`src/rtl/logisim_uart_pkg.sv`:
```
// Shared types and frame arithmetic for the logisim UART transmitter.
// Used by the RTL and by the testbench.
package logisim_uart_pkg;

  typedef enum logic [2:0] {
    IDLE   = 3'd0,
    START  = 3'd1,
    DATA   = 3'd2,
    PARITY = 3'd3,
    STOP   = 3'd4
  } tx_state_t;

  function automatic int frame_cycles(input int data_w, input int parity_en,
                                      input int clks_per_bit);
    return (2 + data_w + parity_en) * clks_per_bit;
  endfunction

endpackage

```
`src/rtl/logisim_bit_timer.sv`:
```
// Baud timer: counts 0..CLKS_PER_BIT-1 while enabled and pulses tick on the
// last cycle of each bit. Clears whenever disabled or in reset.
module logisim_bit_timer #(
  parameter int CLKS_PER_BIT = 4
) (
  input  logic CLK,
  input  logic RST,
  input  logic en,
  output logic tick
);

  localparam int CW = (CLKS_PER_BIT > 1) ? $clog2(CLKS_PER_BIT) : 1;
  localparam logic [CW-1:0] LAST = CW'(CLKS_PER_BIT - 1);

  logic [CW-1:0] r_cnt;
  logic          w_last;

  assign w_last = (r_cnt == LAST);
  assign tick   = en & w_last;

  always_ff @(posedge CLK) begin
    if (!RST || !en || w_last)
      r_cnt <= '0;
    else
      r_cnt <= r_cnt + 1'b1;
  end

endmodule

```
`src/rtl/logisim_uart_tx.sv`:
```
// Valid/ready UART transmitter: start bit, DATA_W bits LSB first, optional
// even parity, stop bit. TX is registered from the next-state values.
module logisim_uart_tx
  import logisim_uart_pkg::*;
#(
  parameter int DATA_W       = 4,
  parameter int CLKS_PER_BIT = 4,
  parameter int PARITY_EN    = 1
) (
  input  logic              CLK,
  input  logic              RST,
  input  logic [DATA_W-1:0] D,
  input  logic              VALID,
  output logic              READY,
  output logic              TX,
  output logic              BUSY
);

  localparam int BW = (DATA_W > 1) ? $clog2(DATA_W) : 1;
  localparam logic [BW-1:0] LAST_BIT = BW'(DATA_W - 1);

  tx_state_t         r_state, w_state_next;
  logic [DATA_W-1:0] r_shift, w_shift_next;
  logic [BW-1:0]     r_bit_idx, w_bit_idx_next;
  logic              r_parity, w_parity_next;
  logic              r_tx, w_tx_next;
  logic              w_tick;

  logisim_bit_timer #(.CLKS_PER_BIT(CLKS_PER_BIT)) u_bit_timer (
    .CLK  (CLK),
    .RST  (RST),
    .en   (r_state != IDLE),
    .tick (w_tick)
  );

  always_comb begin
    w_state_next   = r_state;
    w_shift_next   = r_shift;
    w_bit_idx_next = r_bit_idx;
    w_parity_next  = r_parity;
    case (r_state)
      IDLE: begin
        if (VALID) begin
          w_state_next   = START;
          w_shift_next   = D;
          w_parity_next  = ^D;
          w_bit_idx_next = '0;
        end
      end
      START:  if (w_tick) w_state_next = DATA;
      DATA: begin
        if (w_tick) begin
          w_shift_next = r_shift >> 1;
          if (r_bit_idx == LAST_BIT)
            w_state_next = (PARITY_EN != 0) ? PARITY : STOP;
          else
            w_bit_idx_next = r_bit_idx + 1'b1;
        end
      end
      PARITY: if (w_tick) w_state_next = STOP;
      STOP:   if (w_tick) w_state_next = IDLE;
      default: w_state_next = IDLE;
    endcase

    // Line level for the cycle that follows this edge.
    case (w_state_next)
      START:   w_tx_next = 1'b0;
      DATA:    w_tx_next = w_shift_next[0];
      PARITY:  w_tx_next = w_parity_next;
      default: w_tx_next = 1'b1;
    endcase
  end

  always_ff @(posedge CLK) begin
    if (!RST) begin
      r_state   <= IDLE;
      r_shift   <= '0;
      r_bit_idx <= '0;
      r_parity  <= 1'b0;
      r_tx      <= 1'b1;
    end else begin
      r_state   <= w_state_next;
      r_shift   <= w_shift_next;
      r_bit_idx <= w_bit_idx_next;
      r_parity  <= w_parity_next;
      r_tx      <= w_tx_next;
    end
  end

  assign READY = (r_state == IDLE);
  assign BUSY  = ~READY;
  assign TX    = r_tx;

endmodule

```
`config.mk`:
```
export PLATFORM = sky130hd
export DESIGN_NAME = logisim_uart_tx
export DESIGN_NICKNAME = d
export VERILOG_FILES = /design/src/rtl/logisim_uart_pkg.sv /design/src/rtl/logisim_bit_timer.sv /design/src/rtl/logisim_uart_tx.sv
export SDC_FILE = /design/constraint.sdc
export NUM_CORES = 1
export LEC_CHECK = 0
export ABC_AREA = 1
export BUFFER_PORTS_ARGS = -buffer_cell sky130_fd_sc_hd__buf_4
export CORE_AREA = 5 5 42 44
export CTS_BUF_LIST = sky130_fd_sc_hd__clkbuf_8
export DETAILED_ROUTE_END_ITERATION = 8
export DIE_AREA = 0 0 47 49
export GPL_TIMING_DRIVEN = 0
export PLACE_DENSITY = 0.83
export SLEW_MARGIN = 20
export SYNTH_ARGS = -nofsm -noshare
export SYNTH_HDL_FRONTEND = slang
export SYNTH_HIERARCHICAL = 1
export SYNTH_SLANG_ARGS = --single-unit
```
`constraint.sdc`:
```
create_clock -name CLK -period 1.7 [get_ports CLK]
set_clock_uncertainty 0.05 [all_clocks]
set_input_delay 0.17 -clock CLK [delete_from_list [all_inputs] [get_ports CLK]]
set_output_delay 0.17 -clock CLK [all_outputs]
set_load 0.1 [all_outputs]
```
## Word level (Yosys, flattened, before mapping)

Index checks and enable logic that the tools add are counted.

- Equality and inequality tests: 12
- Shift-type cells: 0
- Divide/modulo/power cells: 0
- Bitwise logic cells: 2
- $lt $le $gt $ge: 0
- $add $sub $neg: 2
- $mul: 0
- Reductions and logical operators: 10
- Multiplexer cells: 17

Operators by type and width:

| kind | count |
|---|---|
| 3-bit two-way mux | 6 |
| 3-bit case mux with 5 select lines | 1 |
| 3-bit by 2-bit == test with 1-bit output (second input constant) | 4 |
| 4-bit two-way mux | 2 |
| 4-bit case mux with 2 select lines | 1 |
| 3-bit by 1-bit == test with 1-bit output (second input constant) | 2 |
| 2-bit two-way mux | 3 |
| 2-bit by 1-bit adder with 2-bit output (second input constant) | 2 |
| 2-bit == test (second input constant) | 2 |
| 2-bit != test (second input constant) | 2 |
| 2-bit case mux with 2 select lines | 1 |
| 4-bit AND reduction | 1 |
| 4-bit parity | 1 |
| 3-bit == test (second input constant) | 1 |
| 3-bit logical NOT | 1 |
| 1-bit case mux with 3 select lines | 1 |
| 3-bit AND reduction | 1 |
| 3-bit nonzero test | 1 |
| 1-bit logical NOT | 2 |
| 1-bit logical OR | 2 |
| 1-bit two-way mux | 2 |
| 2-bit by 1-bit != test with 1-bit output (second input constant) | 1 |
| 2-bit nonzero test | 1 |
| 1-bit bitwise AND | 1 |
| 1-bit NOT | 1 |

- Latch bits: 0
- Bits in read-only memories: 0
- Output and inout bits: 3
- Flip-flop bits (word level): 13
- Memory bits (writable): 0
- Memories kept: 0

## Depth between registers and ports, before layout

- Depth in word-level cells: 6
- Depth in mapped cells: 11
- Gate-level depth less buffers: 11

## By module

The synthesis kept the hierarchy.

Modules (own cells, without submodules):

| module | cells an instance | seq. area each (um^2) | instances | area an instance (um^2) |
|---|---|---|---|---|
| logisim_uart_tx | 97 | 220.2 | 1 | 608.1 |
| logisim_bit_timer | 10 | 40.0 | 1 | 85.1 |

## Least setup slack after synthesis

OpenSTA, ideal clock, no wires.

- Path type: flip-flop to output port
- Start point: register r_state[0]
- End point: output READY
- Stages on the path, launching flop included: 4
- Buffers on the path: 0
- Path slack: -0.492 ns
- Data required time: 1.480 ns
- Arrival: 1.972 ns
- Cell sequence: dfxtp_1 > nor2_4 > nand2_1 > inv_1

- Longest elaborated chain between the ends: 1

RTL lines:

| what | line | text |
|---|---|---|
| from (decl) | logisim_uart_tx.sv:22 | `tx_state_t r_state, w_state_next;` |
| from (signal assigned) | logisim_uart_tx.sv:82 | `r_state <= w_state_next;` |
| 3-bit logical NOT | logisim_uart_tx.sv:90 | `assign READY = (r_state == IDLE);` |
| to (decl) | logisim_uart_tx.sv:14 | `output logic READY,` |

No other way between the ends.

## Worst setup path after layout

- Start point: register r_state[1]
- End point: register r_shift[1]

- Longest elaborated chain between the ends: 4

RTL lines:

| what | line | text |
|---|---|---|
| 3-bit nonzero test | logisim_uart_tx.sv:32 | `.en (r_state != IDLE),` |
| 1-bit bitwise AND | logisim_bit_timer.sv:19 | `assign tick = en & w_last;` |
| net w_tick | logisim_uart_tx.sv:27 | `logic w_tick;` |
| 2-bit by 1-bit != test with 1-bit output (no line) | -- |  |
| 3-bit AND reduction (no line) | -- |  |
| to (signal assigned) | logisim_uart_tx.sv:83 | `r_shift <= w_shift_next;` |
| to (decl) | logisim_uart_tx.sv:23 | `logic [DATA_W-1:0] r_shift, w_shift_next;` |

The timed path passes the listed nets, and every way through them passes these cells.
A chain may end at the register's enable or synchronous reset.

==> summary.md <==
| Metric | Value |
|---|---|
| Worst-path clk slew | `around 50 ps` |
| Worst hold path type | `input pin to register` |
| First-pass GRT wire length | `2330 µm` |
| Clock root buffer | `clkbuf_8` |
| GR Util All Layers | `roughly 14%` |
| CTS sink cnt | `13` |
| HP Start | `RST` |
| DRC violations left | `0` |
| Reg2reg end | `r_shift[1]` |
| Initial antenna violation count | `0` |
| Overall Power | `roughly 0.00074 W` |
| Setup TNS Final | `0 ps` |
| Final hold violations | `0` |
| Min Tclk post-route | `1530 ps` |
| Via density | `between 4 and 5` |
| Worst VDD drop | `roughly 0.00042 V` |
| RSZ-0062 raised after global routing | `false` |
| Antenna cells | `0` |
| Yosys warnings | `6` |
| R2R Path Start | `r_state[1]` |
| Synth cell types | `16` |
| CTS Hold Bufs | `0` |
| Seq/Total Area, Yosys | `37.5%` |
| CTS tree | `done` |
| #FFs+latches synth | `13` |
| Number of max-cap violations | `0` |
| Cell Pwr Density | `just under 900 nW/µm²` |
| Vias | `roughly 660` |
| Yosys top cell by area | `dfxtp_1` |
| Register area | `roughly 260 µm²` |
| Resized cells post-CTS | `0` |
| H-tree Lvls | `1` |
| Vias in the first global route | `~650` |
| Startpoint Class | `register` |
| Cell Count, Final, Fillers Out | `~140` |
| CP arrival | `between 1500 and 2000 ps` |
| Area Growth Syn to Fin | `21.1%` |
| Nets | `between 100 and 150` |
| Synth top area cells | `dfxtp_1 (38%), nand2_1 (18%), inv_1 (8.1%)` |
| PortBufs | `9` |
| CP required | `approximately 1800 ps` |
| Share of cells above drive strength 1 | `19.2%` |
| CP max FO | `6` |
| Tcrit/Tclk final | `between 90% and 100%` |
| Hold path depth | `3` |
| Multi-input logic area | `377 µm²` |
| Fmax | `~0.65 GHz` |
| Final setup vio count | `0` |
| GRT Residual Overflow | `0` |
| I/O pin count | `10` |
| Lkg Pwr | `roughly 0.42 nW` |
| Crit Path Category | `register to register` |
| Synthesized area | `approximately 700 µm²` |
| Detailed Route WL | `1290 µm` |
| Detail Route Antenna Nets | `0` |
| DR iter-0 viols | `8` |
| Mapped Cells | `around 110` |
| Fillers | `between 100 and 150` |
| Core Region | `1400 µm²` |
| Max Root-Sink Buffers | `2` |
| Utilization after layout | `between 50% and 60%` |
| Floorplan row count | `14` |
| Mean post-synth cell area | `~6.5 µm²` |
| Status | `finished, final reports clean` |
| Die ar. | `between 2000 and 2500 µm²` |
| Most common cell after layout, fill and taps aside | `nand2_1` |
| Die span in x | `roughly 47 µm` |
| Post-DP HPWL | `between 1000 and 1500 µm` |
| Worst Max-Slew Pin Slew | `approximately 280 ps` |
| Pins over their slew limit | `0` |
| Rel. slew slack | `roughly four fifths` |
| Wirelength per Cell | `between 9 and 10 µm` |
| Yosys top cell area share | `a little under two fifths` |
| Global placer's final weighted congestion | `0.794` |
| Reg-to-reg slack, setup | `between 150 and 200 ps` |
| Placed insts | `~130` |
| Die height | `between 40 and 50 µm` |
| Num CTS Buffers | `3` |
| Starting Density | `around 49%` |
| Most frequent cells in the layout | `nand2_1 (33), inv_1 (15), nor2_1 (13)` |
| Clock Latency Late Sink | `around 240 ps` |
| Largest net degree at the start of global routing | `11` |
| Cells on worst reg2reg path | `9` |
| Pre-antenna DRT Iters | `4` |
| Syn Nets | `around 120` |
| # Post-CTS Setup Buffers | `0` |
| Hold Crit Endpoint | `u_bit_timer/r_cnt[0]` |
| Worst setup EP type | `register` |
==> worst max-delay path: stages, from the launching register on <==
cell and delay (ps):
dfxtp_2 370, inv_1 110, nand2_4 110, nand2_1 60, inv_1 140, nand3_1 170
nand2_2 130, inv_1 70, a21oi_1 140, nor2_1 50
==> how the worst max path moves through the flow <==
stage | to | from | slack, ps | cells after the start
global route | r_shift[1] | r_state[2] | 20 | 10
CTS | TX | r_state[0] | 100 | 11
floorplan | TX | r_state[1] | 70 | 11
detailed placement | TX | r_state[0] | 110 | 11
global placement | r_shift[2] | r_state[1] | 160 | 9
finish | r_shift[1] | r_state[1] | 170 | 9
==> logic make-up (layout without fill, tap and decap cells) <==
| kind of cell | Yosys count | count (layout) | synth area share (%) |
|---|---|---|---|
| AND/OR/NAND/NOR | 62 | 62 | 39.7 |
| buffers and inverters | 17 | 30 | 9.20 |
| AO/OA/AOI/OAI | 13 | 13 | 9.93 |
| flip-flops | 13 | 13 | 37.5 |
| adder cells (fa/ha/maj) | 2 | 2 | 3.61 |
==> stage by stage <==
stage | area (µm²) | setup slack (ps) | hold slack, ps
after detailed placement | 792 | 112 | 364
after CTS | 837 | 96.4 | 156
after global routing | 840 | 19.3 | 159
after floorplan | 704 | 66.4 | 255
after global placement | 792 | 156 | 354
final | 840 | 169 | 161
==> cells in the mapped netlist, drive strengths merged <==
library cell  number
clkinv             1
a211oi             1
nand2             36
ha                 2
inv               16
o21ai              3
dfxtp             13
a31oi              1
nand3             10
nor3               2
a21oi              8
nor2              14
==> registers in the layout, indices dropped and copies added, names as in the netlist <==
name and cells:
r_bit_idx 2, r_shift 4, u_bit_timer/r_cnt 2, r_state 3
r_parity 1, TX 1
==> where the power goes <==
part	internal [W]	leakage (nW)	switching [W]
registers	0.000322	0.107	0.0000104
clock network	0.000159	0.0269	0.000101
logic	0.0000448	0.287	0.000104
total	0.000525	0.422	0.000216
==> layout make-up <==
type	instances	share of cell area (%)
timing repair buffer	9	8.05
tap	16	2.38
sequential	13	31.3
multi-input combinational	77	44.9
clock buffer	3	4.92
inverter	17	8.05
clock inverter	1	0.447
==> routing by layer <==
layer / up-vias / GRT usage, % / wire [µm]
li1: 363 / - / -
met3: 2 / 3.32 / 48
met2: 8 / 23.8 / 664
met5: - / 0 / 0
met1: 289 / 13.6 / 556
met4: 0 / 8.29 / 17
Power figures use the tool's default switching activity.
